**config.mk**
```make
export PLATFORM = sky130hd
export DESIGN_NAME = vga_ball_display_flat
export DESIGN_NICKNAME = d
export VERILOG_FILES = /design/src/rtl/vga_ball_display_if.sv /design/src/rtl/vga_ball_display.sv /design/src/flat_wrapper.sv
export SDC_FILE = /design/constraint.sdc
export NUM_CORES = 1
export LEC_CHECK = 0
export BUFFER_PORTS_ARGS = -buffer_cell sky130_fd_sc_hd__buf_2
export CAP_MARGIN = 30
export CORE_UTILIZATION = 56
export CTS_CLUSTER_DIAMETER = 60
export DETAILED_ROUTE_END_ITERATION = 16
export GPL_TIMING_DRIVEN = 0
export PLACE_DENSITY = 0.77
export SYNTH_ARGS = -nofsm -noshare
export SYNTH_HDL_FRONTEND = slang
export SYNTH_SLANG_ARGS = --single-unit
export TNS_END_PERCENT = 5
```
**constraint.sdc**
```tcl
create_clock -name clk -period 4.18 [get_ports clk]
set_clock_uncertainty 0.1 [all_clocks]
set_input_delay 0.209 -clock clk [delete_from_list [all_inputs] [get_ports clk]]
set_output_delay 0.209 -clock clk [all_outputs]
set_load 0.005 [all_outputs]
```
**src/rtl/vga_ball_display_if.sv**
```systemverilog
// Signal bundle between the bounce producer and the VGA ball renderer.
// The producer drives the ball position; the renderer drives video timing, colour and the frame tick.
interface vga_ball_display_if;
    logic [9:0]  ball_x;
    logic [8:0]  ball_y;
    logic        hsync;
    logic        vsync;
    logic [11:0] rgb;
    logic        video_on;
    logic        frame_tick;

    modport master (
        output ball_x, ball_y,
        input  hsync, vsync, rgb, video_on, frame_tick
    );

    modport slave (
        input  ball_x, ball_y,
        output hsync, vsync, rgb, video_on, frame_tick
    );
endinterface

```
**src/rtl/vga_ball_display.sv**
```systemverilog
// VGA raster generator that draws a walled playfield and a square ball.
// The ball position is latched once per frame, so the ball never tears mid-frame.
module vga_ball_display #(
    parameter int          H_VIS    = 640,
    parameter int          H_FP     = 16,
    parameter int          H_SYNC   = 96,
    parameter int          H_BP     = 48,
    parameter int          V_VIS    = 480,
    parameter int          V_FP     = 10,
    parameter int          V_SYNC   = 2,
    parameter int          V_BP     = 33,
    parameter int          BALL_R   = 8,
    parameter int          WALL_W   = 4,
    parameter logic [11:0] BALL_RGB = 12'hF00,
    parameter logic [11:0] WALL_RGB = 12'hFFF,
    parameter logic [11:0] BG_RGB   = 12'h000
) (
    input  logic               clk,
    input  logic               rst,
    vga_ball_display_if.slave  bus
);

    localparam logic [9:0] H_LAST     = 10'(H_VIS + H_FP + H_SYNC + H_BP - 1);
    localparam logic [9:0] V_LAST     = 10'(V_VIS + V_FP + V_SYNC + V_BP - 1);
    localparam logic [9:0] H_VIS_L    = 10'(H_VIS);
    localparam logic [9:0] V_VIS_L    = 10'(V_VIS);
    localparam logic [9:0] V_VIS_LAST = 10'(V_VIS - 1);
    localparam logic [9:0] HS_FIRST   = 10'(H_VIS + H_FP);
    localparam logic [9:0] HS_LAST    = 10'(H_VIS + H_FP + H_SYNC - 1);
    localparam logic [9:0] VS_FIRST   = 10'(V_VIS + V_FP);
    localparam logic [9:0] VS_LAST    = 10'(V_VIS + V_FP + V_SYNC - 1);
    localparam logic [9:0] WALL_L     = 10'(WALL_W);
    localparam logic [9:0] WALL_R_X   = 10'(H_VIS - WALL_W);
    localparam logic [9:0] WALL_B_Y   = 10'(V_VIS - WALL_W);
    localparam logic signed [11:0] R_S = 12'(BALL_R);

    logic [9:0]  r_hc;
    logic [9:0]  r_vc;
    logic [9:0]  r_bx;
    logic [8:0]  r_by;
    logic        r_hsync;
    logic        r_vsync;
    logic [11:0] r_rgb;
    logic        r_video_on;
    logic        r_frame_tick;

    logic [9:0]  w_hc_next;
    logic [9:0]  w_vc_next;
    logic        w_line_end;
    logic        w_latch;
    logic        w_visible;
    logic        w_ball_hit;
    logic        w_wall_hit;
    logic [11:0] w_rgb_next;
    logic signed [11:0] w_hc_s;
    logic signed [11:0] w_vc_s;
    logic signed [11:0] w_bx_s;
    logic signed [11:0] w_by_s;

    assign w_line_end = (r_hc == H_LAST);
    assign w_latch    = w_line_end && (r_vc == V_VIS_LAST);
    assign w_visible  = (r_hc < H_VIS_L) && (r_vc < V_VIS_L);

    // Signed compare so a ball near an edge clips instead of wrapping to the far side.
    assign w_hc_s = signed'({2'b00, r_hc});
    assign w_vc_s = signed'({2'b00, r_vc});
    assign w_bx_s = signed'({2'b00, r_bx});
    assign w_by_s = signed'({3'b000, r_by});

    assign w_ball_hit = (w_hc_s >= w_bx_s - R_S) && (w_hc_s <= w_bx_s + R_S) &&
                        (w_vc_s >= w_by_s - R_S) && (w_vc_s <= w_by_s + R_S);
    assign w_wall_hit = (r_hc < WALL_L) || (r_hc >= WALL_R_X) ||
                        (r_vc < WALL_L) || (r_vc >= WALL_B_Y);

    always_comb begin
        w_hc_next = r_hc + 10'd1;
        w_vc_next = r_vc;
        if (w_line_end) begin
            w_hc_next = 10'd0;
            w_vc_next = (r_vc == V_LAST) ? 10'd0 : r_vc + 10'd1;
        end
    end

    always_comb begin
        w_rgb_next = 12'h000;
        if (w_visible) begin
            if (w_ball_hit)      w_rgb_next = BALL_RGB;
            else if (w_wall_hit) w_rgb_next = WALL_RGB;
            else                 w_rgb_next = BG_RGB;
        end
    end

    always_ff @(posedge clk) begin
        if (rst) begin
            r_hc         <= 10'd0;
            r_vc         <= 10'd0;
            r_bx         <= 10'(H_VIS / 2);
            r_by         <= 9'(V_VIS / 2);
            r_hsync      <= 1'b1;
            r_vsync      <= 1'b1;
            r_rgb        <= 12'h000;
            r_video_on   <= 1'b0;
            r_frame_tick <= 1'b0;
        end else begin
            r_hc         <= w_hc_next;
            r_vc         <= w_vc_next;
            r_hsync      <= !((r_hc >= HS_FIRST) && (r_hc <= HS_LAST));
            r_vsync      <= !((r_vc >= VS_FIRST) && (r_vc <= VS_LAST));
            r_rgb        <= w_rgb_next;
            r_video_on   <= w_visible;
            r_frame_tick <= w_latch;
            if (w_latch) begin
                r_bx <= bus.ball_x;
                r_by <= bus.ball_y;
            end
        end
    end

    assign bus.hsync      = r_hsync;
    assign bus.vsync      = r_vsync;
    assign bus.rgb        = r_rgb;
    assign bus.video_on   = r_video_on;
    assign bus.frame_tick = r_frame_tick;

endmodule
```
**src/flat_wrapper.sv**
```systemverilog
// flat-port wrapper written by rule: the top's interface ports become plain ports
module vga_ball_display_flat 
#(
    parameter int          H_VIS    = 640,
    parameter int          H_FP     = 16,
    parameter int          H_SYNC   = 96,
    parameter int          H_BP     = 48,
    parameter int          V_VIS    = 480,
    parameter int          V_FP     = 10,
    parameter int          V_SYNC   = 2,
    parameter int          V_BP     = 33,
    parameter int          BALL_R   = 8,
    parameter int          WALL_W   = 4,
    parameter logic [11:0] BALL_RGB = 12'hF00,
    parameter logic [11:0] WALL_RGB = 12'hFFF,
    parameter logic [11:0] BG_RGB   = 12'h000
)
  (clk, rst, bus_ball_x, bus_ball_y, bus_hsync, bus_vsync, bus_rgb, bus_video_on, bus_frame_tick);
  vga_ball_display_if bus_i ();
  input  logic clk;
  input  logic rst;
  input wire logic [$bits(bus_i.ball_x)-1:0] bus_ball_x;
  input wire logic [$bits(bus_i.ball_y)-1:0] bus_ball_y;
  output wire logic [$bits(bus_i.hsync)-1:0] bus_hsync;
  output wire logic [$bits(bus_i.vsync)-1:0] bus_vsync;
  output wire logic [$bits(bus_i.rgb)-1:0] bus_rgb;
  output wire logic [$bits(bus_i.video_on)-1:0] bus_video_on;
  output wire logic [$bits(bus_i.frame_tick)-1:0] bus_frame_tick;
  assign bus_i.ball_x = bus_ball_x;
  assign bus_i.ball_y = bus_ball_y;
  assign bus_hsync = bus_i.hsync;
  assign bus_vsync = bus_i.vsync;
  assign bus_rgb = bus_i.rgb;
  assign bus_video_on = bus_i.video_on;
  assign bus_frame_tick = bus_i.frame_tick;
  vga_ball_display #(.H_VIS(H_VIS), .H_FP(H_FP), .H_SYNC(H_SYNC), .H_BP(H_BP), .V_VIS(V_VIS), .V_FP(V_FP), .V_SYNC(V_SYNC), .V_BP(V_BP), .BALL_R(BALL_R), .WALL_W(WALL_W), .BALL_RGB(BALL_RGB), .WALL_RGB(WALL_RGB), .BG_RGB(BG_RGB)) u_core (.clk(clk), .rst(rst), .bus(bus_i));
endmodule
```
==> reports/results.tsv <==
stage	metric	value	unit
routing	Post-route DRC	0	
critical_path	CP Launch Type	register	
sta	final hold slack	0.0145	ns
floorplan	Die Wd	76.2	um
sta	sum of negative setup slack	0	ns
global_routing	pin count of the biggest net entering global routing	14	
cts	H-tree Lvls	2	
routing	remaining antenna violation count after routing	0	
sta	Max Clk Rate	341	MHz
place	DP Wirelength	4720	um
pwr	Final Power	833	uW
critical_path	crit-path max FO	8	
critical_path	crit path max-delay cell type	dfxtp_1	
worst_hold_path	HP Class	in2reg	
cts	CTS root buf	clkbuf_8	
cells_and_area	Diodes inserted	0	
cts	CTS tree	yes	
floorplan	# rows	26	
critical_path	WS Path Type	reg2reg	
floorplan	I/O pins	37	
synth	synth warn	0	
cells_and_area	area of the multi-input gates	0.00194	mm^2
pwr	Sw Share	21.3	%
synth	Top FF cell, synth	dfxtp_1	
critical_path	CP dominant cell by count	ha_1	
synth	post-synthesis cell area	0.00308	mm^2
floorplan	Initial Util	59.2	%
sta	Rel. slew slack	66.7	%
sta	final number of setup-violating endpoints	0	
sta	worst setup margin	1.25	ns
synth	number of synthesized flops with an enable pin	0	
run	max_cap viols	0	
floorplan	die footprint	0.00580	mm^2
sta	RSZ-0062 raised after global routing	no	
cells_and_area	final instance area	0.00348	mm^2
critical_path	Crit path arrival time	3.07	ns
synth	simple-gate portion of the synthesized area	22.9	%
place	RD Place Congestion	0.832	
global_routing	vias in the first global route	2248	
pwr	sequential power share	52.4	%
global_routing	total track usage	22.2	%
pwr	Max VDD drop	0.228	mV
floorplan	DIE HEIGHT	76.2	um
routing	via count	2557	
pwr	clock power share	41.3	%
cells_and_area	Register Area	901	um^2
place	Placed Cells incl. Taps	458	
pwr	Pleak	1.49	nW
sta	Final Hold Viols	0	
synth	Post-Synth XOR/XNOR Area	9.66	%
synth	register bit total from synthesis	45	
cts	Sink Count	45	
pwr	sw power	177	uW
routing	Vias/cell	5.46	
synth	Synth area leaders	dfxtp_1 29%, ha_1 16%, xor2_1 6.5%, nor2_1 5.0%, mux2i_1 4.2%	
sta	actual slew at the worst max-slew pin	0.499	ns
pwr	Pwr Density	239	mW/mm^2
cts	Worst-path clk slew	0.08	ns
floorplan	Core ar.	0.00520	mm^2
place	Place WS	1.29	ns
critical_path	Max stage delay on crit path	0.50	ns
cells_and_area	Final #Nets	458	
critical_path	crit-path cells	ha_1, nand3_1, xor2_1, ha_1, nand4_1, o21ai_0, a31oi_1, a21bo_2, a221oi_1, a41o_1	
synth	Mean Syn Cell Area	8.73	um^2
cells_and_area	final core utilization	66.9	%
synth	post-synthesis compound-gate area fraction	10.1	%
synth	Post-Syn Nets	414	
global_routing	first-pass GRT wire length	10400	um
sta	min cycle time layout	2.93	ns
synth	Synth Area in Adders	16.2	%
synth	largest area contributor in the netlist	dfxtp_1	
cells_and_area	share of layout cells above drive strength 1	18.6	%
routing	Starting DRT DRC Count	176	
cells_and_area	Synth-to-Final Area Change	13.0	%
critical_path	WP data required	4.33	ns
cells_and_area	commonest non-fill, non-tap cells in the layout	45 x dfxtp_1, 41 x nor2_1, 40 x ha_1	
cells_and_area	Finished Layout Cells	468	
place	IO Port Bufs	35	
cts	CTS Buf Count	5	
cts	Post-CTS Resized	0	
pwr	combinational power share	6.3	%
sta	Tcrit/Tclk final	70.1	%
synth	Yosys top cell area share	29.2	%
cts	clk_lat worst skew	0.30	ns
synth	largest family of logic cells by synthesized area	simple AND/OR/NAND/NOR gates	
routing	WL/cell	13.1	um
pwr	internal power	656	uW
global_routing	initial antenna violation count	0	
synth	ys async rst share	0	%
status	outcome	complete, no violations	
synth	mux cell area share after synthesis	4.22	%
global_routing	grt total ovfl	0	
cells_and_area	commonest non-fill, non-tap cell in the layout	dfxtp_1	
place	DP Area	0.00334	mm^2
cells_and_area	filler cell count	454	
sta	final-report max-slew violation count	0	
cts	clk buf depth	2	
synth	Distinct cells, synth	53	
synth	Syn Inst Count	353	
routing	Routed WL	6150	um
synth	post-synthesis sequential area ratio	29.2	%
critical_path	crit end category	register	
routing	1st-pass router iterations	4	
[repair_timing]
action	in CTS	in global routing
endpoints found under the hold margin	2	0
hold buffers	2	0
buffers inserted	0	0
[cell type report]
type	count	share of cell area, %
Inverter	18	1.94
Clock inverter	1	0.863
Sequential cell	45	25.9
Buffer	24	4.85
Tap cell	70	2.52
Clock buffer	7	2.48
Timing Repair Buffer	37	5.61
Multi-Input combinational cell	266	55.9
[logic make-up (layout without fill, tap and decap cells)]
logic type	Yosys count	in the layout
AND/OR/NAND/NOR	133	133
AO/OA/AOI/OAI	46	46
multiplexers	13	13
flip-flops	45	45
XOR/XNOR	34	34
buffers and inverters	42	87
adder cells (fa/ha/maj)	40	40
[synth_stat cells, drive strengths merged, types with 10 or more instances]
master  instances
nand3          21
a21oi          11
nand2          17
nor2           43
xor2           23
buf            17
inv            18
dfxtp          45
ha             40
nand4          11
mux2i          13
o21ai          10
xnor2          11
[state kept, by name, summed over array words and instances (netlist names)]
register / count
u_core.r_bx: 10
u_core.r_hc: 10
u_core.r_vc: 10
u_core.r_by: 9
u_core.bus.rgb: 2
u_core.bus.frame_tick: 1
u_core.bus.hsync: 1
u_core.bus.video_on: 1
u_core.bus.vsync: 1
[path summary, 6_finish.rpt]
check                               from                       endpoint  slack [ns]  cells after the start
max          u_core.r_by[3]$_SDFFE_PP0P_  u_core.bus.rgb[10]$_SDFF_PP0_        1.25                     10
min                        bus_ball_x[8]    u_core.r_bx[8]$_SDFFE_PP1P_        0.01                      2
max reg2reg  u_core.r_by[3]$_SDFFE_PP0P_  u_core.bus.rgb[10]$_SDFF_PP0_        1.25                     10
min reg2reg    u_core.r_hc[0]$_SDFF_PP0_      u_core.r_hc[0]$_SDFF_PP0_        0.39                      1
[power groups by stage]
stage	registers [mW]	clock network (mW)	logic (mW)
6_report	0.437	0.344	0.0524
5_1_grt	0.438	0.366	0.0581
4_1_cts	0.437	0.350	0.0524
3_5_place_dp	0.447	0	0.0508
3_3_place_gp	0.446	0	0.0496
2_1_floorplan	0.446	0	0.0294
[routing by layer]
metal  share of wire [%]  vias to the layer above  routed length [um]  global-route usage [%]
met3                 3.0                        6                 185                    4.19
met5                   0                        -                   0                       0
met1                  49                     1175                3040                    29.6
met2                  47                       46                2880                    37.2
met4                0.72                        0                  44                    4.62
li1                    -                     1330                   -                       -
[worst max-delay path, delay by kind of cell, from the launching register on]
family          cells  cell delay, ns
compound gates      5            1.31
fa+ha+maj           2            0.56
flops               1            0.50
simple gates        2            0.25
xor+xnor            1            0.16
(Power assumes the default switching activity.)
